[config.mk]
export PLATFORM = sky130hd
export DESIGN_NAME = match_run_logger
export DESIGN_NICKNAME = d
export VERILOG_FILES = /design/src/rtl/match_run_logger.sv
export SDC_FILE = /design/constraint.sdc
export NUM_CORES = 1
export LEC_CHECK = 0
export ABC_AREA = 1
export CORE_MARGIN = 5
export CORE_UTILIZATION = 37
export CTS_BUF_LIST = sky130_fd_sc_hd__clkbuf_4 sky130_fd_sc_hd__clkbuf_8
export DETAILED_ROUTE_END_ITERATION = 7
export GPL_ROUTABILITY_DRIVEN = 0
export HOLD_SLACK_MARGIN = 0.12
export MAX_ROUTING_LAYER = met4
export PLACE_DENSITY = 0.69
export SYNTH_ARGS = -nofsm -noshare
export SYNTH_HDL_FRONTEND = slang
export SYNTH_SLANG_ARGS = --single-unit
[constraint.sdc]
create_clock -name Clock -period 5.1 [get_ports Clock]
set_input_delay 0.51 -clock Clock [delete_from_list [all_inputs] [get_ports Clock]]
set_output_delay 0.51 -clock Clock [all_outputs]
set_load 0.1 [all_outputs]
[src/rtl/match_run_logger.sv]
// Converts the detector's z level into run-length records, buffered in a small
// FIFO drained over valid/ready, with run-start counting and sticky overflow.
module match_run_logger #(
  parameter int LEN_W = 8,
  parameter int CNT_W = 16,
  parameter int DEPTH = 4
) (
  input  logic                     Clock,
  input  logic                     Resetn,
  input  logic                     z,
  input  logic                     out_ready,
  input  logic                     ovf_clr,
  output logic                     out_valid,
  output logic [LEN_W-1:0]         out_len,
  output logic [$clog2(DEPTH):0]   level,
  output logic [CNT_W-1:0]         event_count,
  output logic                     overflow,
  output logic                     active
);

  localparam int AW = $clog2(DEPTH);
  localparam logic [LEN_W-1:0] LEN_MAX = '1;
  localparam logic [AW:0]      FULL_LEVEL = (AW+1)'(DEPTH);

  typedef enum logic {IDLE, RUN} state_t;

  state_t           state, state_nx;
  logic [LEN_W-1:0] run_cnt, run_cnt_nx;
  logic             push, start;

  logic [LEN_W-1:0] mem [DEPTH];
  logic [AW:0]      wr_ptr, rd_ptr;
  logic             full, pop, wr_en, drop;

  // NOTE: sequential state uses non-blocking assignments so every register
  // samples pre-edge values; combinational blocks use blocking assignments.
  always_ff @(posedge Clock) begin
    if (!Resetn) begin
      state   <= IDLE;
      run_cnt <= '0;
    end else begin
      state   <= state_nx;
      run_cnt <= run_cnt_nx;
    end
  end

  // NOTE: every output of this block gets a default first, so no path can
  // leave a signal unassigned and infer a latch.
  always_comb begin
    state_nx   = state;
    run_cnt_nx = run_cnt;
    push       = 1'b0;
    start      = 1'b0;
    case (state)
      IDLE: begin
        if (z) begin
          state_nx   = RUN;
          run_cnt_nx = LEN_W'(1);
          start      = 1'b1;
        end
      end
      RUN: begin
        if (z) begin
          if (run_cnt != LEN_MAX) run_cnt_nx = run_cnt + LEN_W'(1);
        end else begin
          push       = 1'b1;
          state_nx   = IDLE;
          run_cnt_nx = '0;
        end
      end
      default: state_nx = IDLE;
    endcase
  end

  assign level     = wr_ptr - rd_ptr;
  assign full      = (level == FULL_LEVEL);
  assign out_valid = (level != '0);
  assign pop       = out_valid & out_ready;
  // A pop in the same cycle frees the slot, so a push into a full FIFO still lands.
  assign wr_en     = push & (~full | pop);
  assign drop      = push & full & ~pop;
  assign out_len   = out_valid ? mem[rd_ptr[AW-1:0]] : '0;
  assign active    = (state == RUN);

  always_ff @(posedge Clock) begin
    if (!Resetn) begin
      wr_ptr      <= '0;
      rd_ptr      <= '0;
      event_count <= '0;
      overflow    <= 1'b0;
    end else begin
      if (wr_en) wr_ptr <= wr_ptr + (AW+1)'(1);
      if (pop)   rd_ptr <= rd_ptr + (AW+1)'(1);
      if (start) event_count <= event_count + CNT_W'(1);
      if (drop)         overflow <= 1'b1;
      else if (ovf_clr) overflow <= 1'b0;
    end
  end

  // NOTE: storage is not reset; the pointers define which entries are live,
  // and an unreset array maps onto plain RAM/register-file cells.
  always_ff @(posedge Clock) begin
    if (wr_en) mem[wr_ptr[AW-1:0]] <= run_cnt;
  end

endmodule
==> flow_summary_export.csv <==
group,metric,value,unit
timing,worst_hold_slack,0.473,ns
clocking,root_buffer,"clkbuf_8",
global_routing,antenna_found_initial,0,
timing,tns,0,ns
floorplan,die_w,101,um
worst_setup_path,start_kind,"flip-flop",
floorplan,start_util,37.5,%
synthesis,syn_area_per_cell,8.78,sq um
worst_setup_path,regToRegSetupSlack,2.55,ns
power,p_leak,1.46,nW
synthesis,syn-instance-count,348,
route,drtIter0Drc,92,
finish,seq_area,1640,sq um
floorplan,io-pin-count,35,
route,vias_per_cell,4.77,
global_routing,grt_pass1_vias,2311,
finish,layout-drive-gt1-share,9.46,%
synthesis,yosys_warnings,0,
clocking,clkSinkCount,66,
global_routing,grt-ovfl-total,0,
finish,nNetsFinal,400,
global_routing,grt_pass1_wl,10400,um
clocking,cts_setup_buffers,0,
timing,worst_pin_slew,0.983,ns
finish,layout_common_cells,"nor2_1, inv_1, nand2_1",
timing,finalSetupViolCount,0,
worst_setup_path,critPathKind,"flip-flop to output pin",
synthesis,ys_ff_latch,66,
clocking,h-tree-depth,3,
floorplan,die_h,101,um
route,ant_nets,0,
placement,dp_worst_setup_slack,1.60,ns
finish,fillers,771,
finish,diodes,0,
route,wirelength,6010,um
clocking,hold_buffers,0,
clocking,tritoncts,"built",
synthesis,yosysSeqAreaShare,53.7,%
synthesis,synth.cell_area,3050,sq um
floorplan,rows,33,
outcome,outcome,"complete, no violations",
timing,fin_crit,3.86,ns
placement,io_buffers,34,
worst_setup_path,critPathArrivalTime,3.35,ns
route,vias,2364,
timing,worst_slack,1.24,ns
global_routing,grt_usage,13.4,%
flow_run,max-cap-violations,0,
clocking,clk_path_buf_depth,2,
timing,skew,0.00684,ns
worst_hold_path,holdPathStages,2,
route,drc,0,
synthesis,synth_nets,362,
worst_setup_path,rr_worst_depth,8,
worst_setup_path,r2r-end,"mem[0][0]",
route,wire_per_inst,12.1,um
route,first_pass_iters,5,
placement,placed_area,3490,sq um
worst_hold_path,hold_path_class,"flip-flop to flip-flop",
worst_setup_path,rr_startpoint,"wr_ptr[0]",
finish,syn_to_final_growth,20.5,%
timing,report.final.slew_viol_count,0,
power,peakVddDrop,0.268,mV
finish,design_area,3680,sq um
clocking,postCtsResizedCells,0,
timing,slew_headroom,34.3,%
worst_setup_path,startpoint,"wr_ptr[0]",
timing,rsz0062_at_grt,"false",
finish,layout_commonest_cell,"nor2_1",
floorplan,die_area,10200,sq um
clocking,numCtsBuffers,9,
worst_setup_path,crit_path_end_kind,"output pin",
power,pwr_density_cell,550,nW/um^2
floorplan,core-area,8130,sq um
worst_setup_path,critPathCapture,"out_len[7]",
timing,period_share,75.8,%
clocking,clkTransAtPathRegs,0.07,ns
timing,hold_violations,0,
placement,hpwl,4100,um
worst_setup_path,worst-path-max-fanout,11,
finish,multi_input_area,1160,sq um
worst_setup_path,cp.required,4.59,ns
clocking,clk_latency,0.34,ns
timing,max_freq,0.259,GHz
synthesis,synth_cell_types,30,
global_routing,grt_max_degree,20,
-- metrics by stage --
stage	utilization, %	cells	power [mW]
global placement	42.9	480	1.59
floorplan	-	348	1.41
CTS	45.3	496	2.04
global route	45.3	496	2.12
finish	45.3	496	2.02
detailed placement	42.9	480	1.61
-- cells by family after synthesis --
group | share of synthesized area (%)
buffers and inverters | 8.15
and+or+nand+nor | 23.5
xor gates and xnor gates | 1.15
DFF | 53.7
AOI/OAI and AO/OA | 9.50
adders and majority gates | 3.93
-- synth_stat cells, drive strengths merged --
master,instances,share of area [%]
a21boi,1,0.25
a21oi,17,2.9
and3,1,0.20
buf,6,1.1
clkbuf,1,0.12
clkinv,2,0.25
dfxtp,34,22
edfxtp,32,31
fa,1,0.66
ha,8,3.3
inv,54,6.6
nand2,56,7.5
nand3,24,4.9
nand3b,1,0.25
nand4,3,0.82
nor2,67,9.1
nor3,4,0.66
o21ai,24,4.1
o32ai,8,2.3
xor2,4,1.1
-- per-layer routing --
| layer | routed length (um) | vias up | track usage (%) |
|---|---|---|---|
| met5 | 0 | - | - |
| met4 | 71 | 0 | 4.15 |
| met3 | 291 | 10 | 4.50 |
| met2 | 3000 | 49 | 22.5 |
| met1 | 2640 | 1095 | 15.1 |
| li1 | - | 1210 | - |
-- sequential cells by signal, summed over array words and instances, names as in the netlist, named ones only --
register / flops
mem: 32
overflow: 1
wr_ptr: 3
active: 1
rd_ptr: 3
event_count: 16
run_cnt: 8
-- area by class of cell --
cell class / count / share of cell area (%)
clock buffers: 9 / 3.37
flip-flops and latches: 66 / 44.6
repair buffers: 34 / 9.25
well taps: 105 / 3.57
multi-input cells: 219 / 31.6
inverters: 56 / 5.71
clock inverters: 7 / 1.90
-- how the worst min path moves through the flow --
stage | endpoint | startpoint | slack, ns
2_1_floorplan | rd_ptr[2] | rd_ptr[2] | 0.48
3_3_place_gp | overflow | overflow | 0.46
3_5_place_dp | overflow | overflow | 0.46
4_1_cts | overflow | overflow | 0.47
5_1_grt | overflow | overflow | 0.49
6_report | overflow | overflow | 0.47
-- worst max-delay path, stage by stage (launching register included) --
cell             delay (ns)
dfxtp_1                0.38
inv_1                  0.10
ha_1                   0.23
fa_1                   0.42
inv_1                  0.07
nand2_1                0.07
nand3b_1               0.41
nand2_1                0.13
inv_1                  0.07
clkdlybuf4s50_1        1.12
-- where the power goes --
group          total [mW]  switching [mW]  internal [mW]  leakage, nW
logic               0.978           0.762          0.216        0.795
clock network       0.428           0.204          0.224       0.0905
registers           0.617          0.0429          0.574        0.574
Power figures use the tool's default switching activity.
